### src/rtl/cipher_word_loader_if.sv
// Byte-in / word-out bus of the cipher word loader: control, UART byte side
// and engine word side. master = host/engine side, slave = loader.
interface cipher_word_loader_if #(
    parameter int WORD_W = 32
);
    logic              start;
    logic              abort;
    logic              rx_valid;
    logic [7:0]        rx_data;
    logic              rx_ack;
    logic              word_valid;
    logic [WORD_W-1:0] word_data;
    logic              word_ready;
    logic              busy;
    logic              done;
    logic              empty_msg;

    modport master (
        output start, abort, rx_valid, rx_data, word_ready,
        input  rx_ack, word_valid, word_data, busy, done, empty_msg
    );

    modport slave (
        input  start, abort, rx_valid, rx_data, word_ready,
        output rx_ack, word_valid, word_data, busy, done, empty_msg
    );
endinterface

### src/rtl/cipher_word_loader.sv
// Reads a length header from the UART byte stream, assembles that many
// ciphertext words and hands them to the modexp engine through a small FIFO.
module cipher_word_loader #(
    parameter int WORD_W     = 32,
    parameter int LEN_W      = 32,
    parameter int FIFO_DEPTH = 4,
    parameter int BIG_ENDIAN = 1
) (
    input logic                 clk,
    input logic                 rst,
    cipher_word_loader_if.slave bus
);
    localparam int WBYTES = WORD_W / 8;
    localparam int HBYTES = LEN_W / 8;
    localparam int BIDX_W = (WBYTES > 1) ? $clog2(WBYTES) : 1;
    localparam int HIDX_W = (HBYTES > 1) ? $clog2(HBYTES) : 1;
    localparam int PTR_W  = $clog2(FIFO_DEPTH);
    localparam int CNT_W  = PTR_W + 1;

    typedef enum logic [1:0] {IDLE, HDR, DATA, DRAIN} state_t;

    state_t            state, state_nx;
    logic [LEN_W-1:0]  hdr_q, hdr_nx;
    logic [LEN_W-1:0]  word_cnt;
    logic [HIDX_W-1:0] hdr_idx;
    logic [BIDX_W-1:0] byte_idx;
    logic [WORD_W-1:0] asm_q, asm_nx;
    logic [WORD_W-1:0] mem [FIFO_DEPTH];
    logic [PTR_W-1:0]  wr_ptr, rd_ptr;
    logic [CNT_W-1:0]  fifo_cnt;
    logic              done_q, empty_q;
    logic              ack, push, pop, full, flush, done_nx, empty_nx;
    logic              hdr_last, word_last, valid;

    assign valid     = (fifo_cnt != '0);
    assign full      = (fifo_cnt == CNT_W'(FIFO_DEPTH));
    assign pop       = valid && bus.word_ready;
    assign hdr_last  = (hdr_idx == HIDX_W'(HBYTES - 1));
    assign word_last = (byte_idx == BIDX_W'(WBYTES - 1));

    // Full-width shifts keep the 8-bit-wide configurations free of empty slices
    assign hdr_nx = (BIG_ENDIAN != 0)
                  ? ((hdr_q << 8) | LEN_W'(bus.rx_data))
                  : ((hdr_q >> 8) | (LEN_W'(bus.rx_data) << (LEN_W - 8)));
    assign asm_nx = (BIG_ENDIAN != 0)
                  ? ((asm_q << 8) | WORD_W'(bus.rx_data))
                  : ((asm_q >> 8) | (WORD_W'(bus.rx_data) << (WORD_W - 8)));

    always_ff @(posedge clk) begin
        if (rst) state <= IDLE;
        else     state <= state_nx;
    end

    always_comb begin
        state_nx = state;
        ack      = 1'b0;
        push     = 1'b0;
        flush    = 1'b0;
        done_nx  = 1'b0;
        empty_nx = 1'b0;
        case (state)
            IDLE: begin
                if (bus.start && !bus.abort) begin
                    ack      = 1'b1;
                    state_nx = HDR;
                end
            end
            HDR: begin
                if (bus.abort) begin
                    flush    = 1'b1;
                    state_nx = IDLE;
                end else if (bus.rx_valid) begin
                    ack = 1'b1;
                    if (hdr_last) begin
                        if (hdr_nx == '0) begin
                            done_nx  = 1'b1;
                            empty_nx = 1'b1;
                            state_nx = IDLE;
                        end else begin
                            state_nx = DATA;
                        end
                    end
                end
            end
            DATA: begin
                if (bus.abort) begin
                    flush    = 1'b1;
                    state_nx = IDLE;
                end else if (bus.rx_valid && !full) begin
                    ack = 1'b1;
                    if (word_last) begin
                        push = 1'b1;
                        if ((word_cnt + LEN_W'(1)) == hdr_q) state_nx = DRAIN;
                    end
                end
            end
            DRAIN: begin
                if (bus.abort) begin
                    flush    = 1'b1;
                    state_nx = IDLE;
                end else if (!valid || (fifo_cnt == CNT_W'(1) && pop)) begin
                    // Leave on the final pop so done lands in the cycle after it
                    done_nx  = 1'b1;
                    state_nx = IDLE;
                end
            end
            default: state_nx = IDLE;
        endcase
        if (rst) ack = 1'b0;
    end

    always_ff @(posedge clk) begin
        if (rst) begin
            hdr_q    <= '0;
            word_cnt <= '0;
            hdr_idx  <= '0;
            byte_idx <= '0;
            asm_q    <= '0;
            wr_ptr   <= '0;
            rd_ptr   <= '0;
            fifo_cnt <= '0;
            done_q   <= 1'b0;
            empty_q  <= 1'b0;
        end else begin
            done_q  <= done_nx;
            empty_q <= empty_nx;
            if (flush) begin
                byte_idx <= '0;
                hdr_idx  <= '0;
                asm_q    <= '0;
                wr_ptr   <= '0;
                rd_ptr   <= '0;
                fifo_cnt <= '0;
            end else begin
                case (state)
                    IDLE: if (ack) begin
                        hdr_q    <= '0;
                        hdr_idx  <= '0;
                        byte_idx <= '0;
                        word_cnt <= '0;
                        asm_q    <= '0;
                    end
                    HDR: if (ack) begin
                        hdr_q   <= hdr_nx;
                        hdr_idx <= hdr_last ? '0 : hdr_idx + HIDX_W'(1);
                    end
                    DATA: if (ack) begin
                        asm_q    <= asm_nx;
                        byte_idx <= word_last ? '0 : byte_idx + BIDX_W'(1);
                        if (push) word_cnt <= word_cnt + LEN_W'(1);
                    end
                    default: ;
                endcase
                if (push) wr_ptr <= wr_ptr + PTR_W'(1);
                if (pop)  rd_ptr <= rd_ptr + PTR_W'(1);
                case ({push, pop})
                    2'b10:   fifo_cnt <= fifo_cnt + CNT_W'(1);
                    2'b01:   fifo_cnt <= fifo_cnt - CNT_W'(1);
                    default: ;
                endcase
            end
        end
    end

    always_ff @(posedge clk) begin
        if (push) mem[wr_ptr] <= asm_nx;
    end

    assign bus.rx_ack     = ack;
    assign bus.word_valid = valid;
    assign bus.word_data  = valid ? mem[rd_ptr] : '0;
    assign bus.busy       = (state != IDLE);
    assign bus.done       = done_q;
    assign bus.empty_msg  = empty_q;
endmodule
### src/flat_wrapper.sv
// flat-port wrapper written by rule: the top's interface ports become plain ports
module cipher_word_loader_flat 
#(
    parameter int WORD_W     = 32,
    parameter int LEN_W      = 32,
    parameter int FIFO_DEPTH = 4,
    parameter int BIG_ENDIAN = 1
)
  (clk, rst, bus_start, bus_abort, bus_rx_valid, bus_rx_data, bus_word_ready, bus_rx_ack, bus_word_valid, bus_word_data, bus_busy, bus_done, bus_empty_msg);
  cipher_word_loader_if #(.WORD_W(WORD_W)) bus_i ();
  input logic clk;
  input logic rst;
  input wire logic [$bits(bus_i.start)-1:0] bus_start;
  input wire logic [$bits(bus_i.abort)-1:0] bus_abort;
  input wire logic [$bits(bus_i.rx_valid)-1:0] bus_rx_valid;
  input wire logic [$bits(bus_i.rx_data)-1:0] bus_rx_data;
  input wire logic [$bits(bus_i.word_ready)-1:0] bus_word_ready;
  output wire logic [$bits(bus_i.rx_ack)-1:0] bus_rx_ack;
  output wire logic [$bits(bus_i.word_valid)-1:0] bus_word_valid;
  output wire logic [$bits(bus_i.word_data)-1:0] bus_word_data;
  output wire logic [$bits(bus_i.busy)-1:0] bus_busy;
  output wire logic [$bits(bus_i.done)-1:0] bus_done;
  output wire logic [$bits(bus_i.empty_msg)-1:0] bus_empty_msg;
  assign bus_i.start = bus_start;
  assign bus_i.abort = bus_abort;
  assign bus_i.rx_valid = bus_rx_valid;
  assign bus_i.rx_data = bus_rx_data;
  assign bus_i.word_ready = bus_word_ready;
  assign bus_rx_ack = bus_i.rx_ack;
  assign bus_word_valid = bus_i.word_valid;
  assign bus_word_data = bus_i.word_data;
  assign bus_busy = bus_i.busy;
  assign bus_done = bus_i.done;
  assign bus_empty_msg = bus_i.empty_msg;
  cipher_word_loader #(.WORD_W(WORD_W), .LEN_W(LEN_W), .FIFO_DEPTH(FIFO_DEPTH), .BIG_ENDIAN(BIG_ENDIAN)) u_core (.clk(clk), .rst(rst), .bus(bus_i));
endmodule
### config.mk
export PLATFORM = sky130hd
export DESIGN_NAME = cipher_word_loader_flat
export DESIGN_NICKNAME = d
export VERILOG_FILES = /design/src/rtl/cipher_word_loader_if.sv /design/src/rtl/cipher_word_loader.sv /design/src/flat_wrapper.sv
export SDC_FILE = /design/constraint.sdc
export NUM_CORES = 1
export LEC_CHECK = 0
export BUFFER_PORTS_ARGS = -buffer_cell sky130_fd_sc_hd__buf_2
export CORE_MARGIN = 3
export CORE_UTILIZATION = 41
export DETAILED_ROUTE_END_ITERATION = 7
export HOLD_SLACK_MARGIN = 0.06
export PLACE_DENSITY = 0.56
export SYNTH_ARGS = -nofsm -noshare
export SYNTH_HDL_FRONTEND = slang
export SYNTH_SLANG_ARGS = --single-unit
### constraint.sdc
create_clock -name clk -period 3.7 [get_ports clk]
set_input_delay 0.185 -clock clk [delete_from_list [all_inputs] [get_ports clk]]
set_output_delay 0.185 -clock clk [all_outputs]
set_load 0.01 [all_outputs]
==> results by group, run 1 <==
STA
  – Tcrit/Tclk final: 0.788
  – Worst slew pin tran: between 0.7 and 0.8 ns
  – Final setup violation count: 0
  – Clk_skew: 0.0168 ns
  – Final Max Tran Viols: 0
  – Slew HR: 0.473
  – Max Fclk: 0.343 GHz
  – RSZ-0062 raised after global routing: false
  – Tmin final: 2.91 ns
  – Final Hold Vio Count: 0
  – Final setup TNS: 0 ns

Yosys
  – Most frequent cell after synthesis: edfxtp_1
  – Adder-Cell Fraction of Synth Area: 0.0141
  – Most used DFF post-synth: edfxtp_1
  – Synthesized area: about 11000 sq um
  – Leading area contributor after synthesis: edfxtp_1
  – Syn Inst Count: between 900 and 1000
  – FFs w/ async S/R, synth: 0
  – Flops & latches, synth: between 200 and 250
  – Syn_nets: 989
  – Post-synth EDFFs: 128
  – Register area share after synthesis: 0.557
  – Simple-gate share of the synthesized area: 0.186
  – Synth unique cells: 65
  – Largest family of logic cells by synthesized area: simple AND/OR/NAND/NOR gates
  – Synth Area in XOR/XNOR: 0.0378
  – Commonest cells post-synth: 128 x edfxtp_1, 105 x dfxtp_1, 96 x a21oi_1
  – Compound-Gate Fraction of Synth Area: 0.0998
  – Syn_area_per_cell: roughly 11 sq um
  – Main area contributors after synthesis: edfxtp_1 36%, dfxtp_1 20%, mux4_2 6.8%
  – Yosys warning total: 0
  – Mux contribution to synthesized area: 0.0704
  – Area share of the largest cell type after synthesis: 0.360

Hold path
  – WHS Path Cells: 4
  – Worst min path class: primary input to flip-flop

Power
  – Switching share of power: 0.218
  – Comb pwr share: 0.036
  – Seq pwr share: 0.513
  – LEAKAGE: 4.20 nW
  – Clock share of power: 0.451
  – Internal power: between 4 and 5 mW
  – Worst VDD drop: 0.000259 V
  – Pwr/cell area: 438 nW/um^2
  – NetSw: 1.16 mW

Routing
  – Via count: 7487
  – Post-DRT Antenna Nets: 0
  – Starting DRC count in detailed routing: 607
  – DRT Pass-1 Iters: 8
  – Routed wire per std cell: 18.8 um
  – Drc violations: 0
  – Routed vias/inst: 5.53
  – WL final: 25.4 mm

Clock tree
  – Root buffer cell: clkbuf_16
  – TritonCTS clock tree: yes
  – Clk Latency, worst-skew pair: 0.54 ns
  – Max Buffers Root-to-Sink: 3
  – Num CTS Buffers: 25
  – Htree depth: 1
  – Clk sinks: 233
  – Post-CTS Setup Inserts: 0
  – Reg clk slew, reported paths: 0.06 ns

Setup path
  – Critical path endpoint category: flip-flop
  – Worst R2R Path Depth: 7
  – Worst Path Arrival: ~3.4 ns
  – Critical-path maximum fanout: 11
  – Crit Path Class: flip-flop to flip-flop
  – Setup crit start kind: flip-flop
  – Critical path required time: 4.16 ns

Finish
  – Share of post-route cells with drive strength above 1: 0.158
  – ANT cells: 0
  – Fill cells: ~2400
  – Finished Core Util: 0.477
  – Nets: about 1000
  – Layout area overhead: 13.7%
  – Fin area: 12100 sq um

Global routing
  – Remaining Overflow, GRT: 0
  – Number of global-route vias before repair: 7136
  – Largest net degree at the start of global routing: 68
  – First-pass GRT wire length: 40.2 mm
  – GRT Total Usage: 0.177
  – Initial antenna violation count: 0

Floorplan
  – Core Rows: 58
  – Die H: approximately 170 um
  – I/O Pins: slightly above 50
  – Initial Utilization: 0.420
  – Floorplan core area: 25400 sq um
  – Die span in x: 167 um
  – Die Area: around 28000 sq um

Placed design
  – RePlAce Congestion: approximately 0.86
  – IO buf count: 50
  – Area post-placement: approximately 11000 sq um
  – Post-detail-place hpwl: 16.3 mm

Run
  – Maxcap violations: 0

Outcome
  – Status: finished, final reports clean
layout by cell type, fill, tap and decap left out, drive strengths merged, types with 12 or more instances in the layout:
| master | n |
|---|---|
| a21oi | 96 |
| and2 | 39 |
| buf | 73 |
| clkbuf | 32 |
| clkinv | 12 |
| dfxtp | 105 |
| edfxtp | 128 |
| ha | 12 |
| inv | 19 |
| mux4 | 32 |
| nand2 | 92 |
| nand3 | 81 |
| nand4 | 18 |
| nor2 | 47 |
| nor3 | 17 |
| nor4 | 19 |
| o21ai | 31 |
| or3 | 20 |
| xnor2 | 30 |
| xor2 | 16 |
layer usage:
| metal | track usage | up-vias | routed length (um) |
|---|---|---|---|
| met5 | 0 | - | 0 |
| met1 | 0.242 | 3642 | 11300 |
| met4 | 0.0505 | 0 | 736 |
| li1 | - | 3636 | - |
| met2 | 0.297 | 164 | 12400 |
| met3 | 0.0236 | 45 | 1010 |
metrics by stage:
| step | hold slack, ns | setup slack [ns] | cells | power (mW) |
|---|---|---|---|---|
| global route | 0.168 | 0.534 | 1353 | 5.50 |
| finish | 0.124 | 0.786 | 1353 | 5.31 |
| floorplan | 0.284 | 1.08 | 963 | 2.89 |
| global placement | 0.444 | 0.864 | 1297 | 2.97 |
| detailed placement | 0.455 | 0.853 | 1297 | 2.97 |
| CTS | 0.109 | 0.811 | 1353 | 5.39 |
timing repair:
action                                 in CTS  in global routing
hold buffers                               10                  0
resized for setup                           0                  0
endpoints found under the hold margin      52                  0
state kept, by name, summed over array words and instances (netlist names), named ones only:
register              flops
u_core.mem              128
u_core.hdr_idx            2
u_core.rd_ptr             2
u_core.word_cnt          32
u_core.hdr_q             32
u_core.bus.done           1
u_core.state              2
u_core.asm_q             24
u_core.fifo_cnt           3
u_core.byte_idx           2
u_core.wr_ptr             2
u_core.bus.empty_msg      1
cells by family (layout without fill, tap and decap cells):
family                   count (synthesis)  in the layout
adder cells (fa/ha/maj)                 12             12
AND/OR/NAND/NOR                        368            368
XOR/XNOR                                46             46
buffers and inverters                   88            148
flip-flops                             233            233
multiplexers                            35             35
AO/OA/AOI/OAI                          181            181
final timing paths:
check	start	end	slack, ns
worst max-delay path	u_core.word_cnt[4]	u_core.state[0]	0.79
worst max register to register	u_core.word_cnt[4]	u_core.state[0]	0.79
worst min-delay path	bus_word_ready	u_core.bus.done	0.12
worst min register to register	u_core.hdr_idx[1]	u_core.hdr_idx[1]	0.46
power groups by stage:
stage | registers, mW | logic, mW | clock network, mW
after floorplan | 2.77 | 0.118 | 0
after global placement | 2.78 | 0.185 | 0
after detailed placement | 2.78 | 0.185 | 0
after CTS | 2.73 | 0.194 | 2.47
after global routing | 2.73 | 0.208 | 2.57
final | 2.73 | 0.191 | 2.39
critical path: stages (launching register included):
cell	delay (ns)
dfxtp_1	0.55
nand4_4	0.25
nor4_2	0.72
nand3_1	0.37
or4bb_1	0.57
o211ai_1	0.12
nand4_1	0.11
o21ai_1	0.14
final cells by class:
| cell class | count | area [sq um] | area share |
|---|---|---|---|
| Sequential cell | 233 | 5950 | 0.491 |
| Multi-Input combinational cell | 642 | 4360 | 0.360 |
| Clock buffer | 32 | 652 | 0.0538 |
| Timing Repair Buffer | 83 | 548 | 0.0452 |
| Tap cell | 330 | 413 | 0.0340 |
| Clock inverter | 14 | 133 | 0.0109 |
| Inverter | 19 | 71.3 | 0.00588 |
Note: power is estimated with default switching activity, not from simulation.
==> inputs of run 2 (changes only) <==
==> constraint.sdc (replaced) <==
create_clock -name clk -period 2.93 [get_ports clk]
set_input_delay 0.1465 -clock clk [delete_from_list [all_inputs] [get_ports clk]]
set_output_delay 0.1465 -clock clk [all_outputs]
set_load 0.01 [all_outputs]
==> results by group, run 2 (synthesized netlist as in run 1, its figures left out) <==
Placed design
  – Post-detail-place hpwl: 16.2 mm
  – RePlAce Congestion: 0.840
  – IO buf count: 50
  – Post-Place Cells: 1310

Power
  – Worst VDD drop: between 0.0004 and 0.0005 V
  – Power, Total: 6.75 mW
  – Comb pwr share: 0.038
  – NetSw: roughly 1.5 mW
  – Switching share of power: 0.226
  – Internal power: 5.22 mW
  – LEAKAGE: between 4 and 5 nW
  – Pwr/cell area: 550 nW/um^2
  – Seq pwr share: 0.509
  – Clock share of power: 0.453

Routing
  – Met2 wire length: 12.6 mm
  – Drc violations: 0
  – Top Metal Used: met4
  – Routed vias/inst: 5.58
  – Routed wire per std cell: 18.7 um
  – Via count: 7633
  – DRT Pass-1 Iters: 5
  – Met3 wire len: 1.06 mm
  – WL met1: between 10 and 15 mm
  – Starting DRC count in detailed routing: 609
  – Post-DRT Antenna Nets: 0
  – WL final: 25.6 mm

Floorplan
  – Initial Utilization: 0.420
  – I/O Pins: 51
  – Core Rows: 58
  – Die Area: 28000 sq um
  – Die span in x: 167 um
  – Floorplan core area: 25400 sq um
  – Die H: 167 um

Finish
  – Fin cells: about 1400
  – Layout area overhead: 15.1%
  – Share of post-route cells with drive strength above 1: 0.176
  – Most frequent cells in the layout: 128 x edfxtp_1, 103 x dfxtp_1, 96 x a21oi_1
  – Max FFs per register: 128
  – Most flop-heavy register: u_core.mem
  – ANT cells: 0
  – Nets: 1044
  – Most common cell after layout, fill and taps aside: edfxtp_1
  – Fill cells: about 2400
  – Biggest regs: u_core.mem: 128 flops, u_core.hdr_q: 32 flops, u_core.word_cnt: 32 flops

Global routing
  – First-pass GRT wire length: a little over 40 mm
  – Initial antenna violation count: 0
  – Remaining Overflow, GRT: 0
  – Number of global-route vias before repair: 7136
  – Largest net degree at the start of global routing: ~70
  – GRT Total Usage: 0.180

Clock tree
  – TritonCTS clock tree: yes
  – Num CTS Buffers: 26
  – Post-CTS Setup Inserts: 0
  – Max Buffers Root-to-Sink: 3
  – Clk Latency, worst-skew pair: 0.53 ns
  – Htree depth: 1
  – Reg clk slew, reported paths: 0.06 ns
  – Clk sinks: 233
  – Root buffer cell: clkbuf_16

STA
  – Final setup TNS: 0 ns
  – RSZ-0062 raised after global routing: false
  – Max Fclk: 0.376 GHz
  – Tcrit/Tclk final: 0.907
  – Final setup violation count: 0
  – Hold_ws: roughly 0.1 ns
  – Slew HR: 0.486
  – Worst slew pin tran: 0.771 ns
  – Final Max Tran Viols: 0
  – Tmin final: ~2.7 ns
  – Clk_skew: 0.00589 ns
  – Final Hold Vio Count: 0

Setup path
  – Register-to-register setup slack: 0.27 ns
  – Setup crit start kind: flip-flop
  – Critical-path maximum fanout: 7
  – Crit Path Class: flip-flop to flip-flop
  – Worst Path Arrival: 3.12 ns
  – Critical path endpoint category: flip-flop
  – Critical path required time: 3.40 ns

Run
  – Maxcap violations: 0

Hold path
  – Worst min path class: primary input to flip-flop

Outcome
  – Status: finished, final reports clean
[run 2: changes by cell type in the layout (fill, tap and decap cells not counted), sizes merged]
cell      before  now
bufinv         2    1
clkbuf        32   27
clkinv        12   16
buf           73   86
clkinvlp       0    2
inv           19   21
[run 2: through the flow]
step	area, sq um	utilization	setup slack (ns)
2_1_floorplan	10700	-	0.311
3_3_place_gp	11400	0.447	0.320
3_5_place_dp	11400	0.447	0.267
4_1_cts	12300	0.483	0.251
5_1_grt	12300	0.483	0.0871
6_report	12300	0.483	0.274
[run 2: layout make-up]
| cell class | instances | area (sq um) | share of cell area |
|---|---|---|---|
| Sequential cell | 233 | 5950 | 0.485 |
| Multi-Input combinational cell | 642 | 4360 | 0.355 |
| Inverter | 19 | 71.3 | 0.00581 |
| Clock buffer | 27 | 654 | 0.0533 |
| Tap cell | 330 | 413 | 0.0336 |
| Clock inverter | 21 | 155 | 0.0126 |
| Timing Repair Buffer | 96 | 671 | 0.0546 |
[run 2: worst max-delay path, cell delays in order, from the launching register on]
cell     delay (ns)
dfxtp_1        0.34
ha_1           0.27
nand3_1        0.16
or4_4          0.57
or4_4          0.53
xnor2_1        0.14
nor4_1         0.30
nand4_1        0.14
o21ai_1        0.14
[run 2: path summary, 6_finish.rpt]
path                 startpoint            endpoint  cells after the start
max          u_core.word_cnt[1]     u_core.state[0]                      8
min reg2reg  u_core.byte_idx[1]  u_core.byte_idx[1]                      2
max reg2reg  u_core.word_cnt[1]     u_core.state[0]                      8
min              bus_word_ready     u_core.bus.done                      4
[run 2: power by group through the flow]
| stage | logic (mW) | clock network [mW] | registers [mW] |
|---|---|---|---|
| CTS | 0.258 | 3.15 | 3.43 |
| floorplan | 0.148 | 0 | 3.50 |
| finish | 0.256 | 3.06 | 3.43 |
| detailed placement | 0.246 | 0 | 3.50 |
| global placement | 0.248 | 0 | 3.50 |
| global route | 0.280 | 3.27 | 3.43 |
[run 2: per-layer routing]
layer  track usage  vias to the layer above
met5             0                        -
met4        0.0427                        0
met3        0.0253                       33
met2         0.305                      171
met1         0.245                     3746
li1              -                     3683
[run 2: repair_timing]
item,4_1_cts,5_1_grt
endpoints found under the setup margin,0,3
hold endpoints to repair,50,0
resized for setup,0,1
hold buffers,10,0
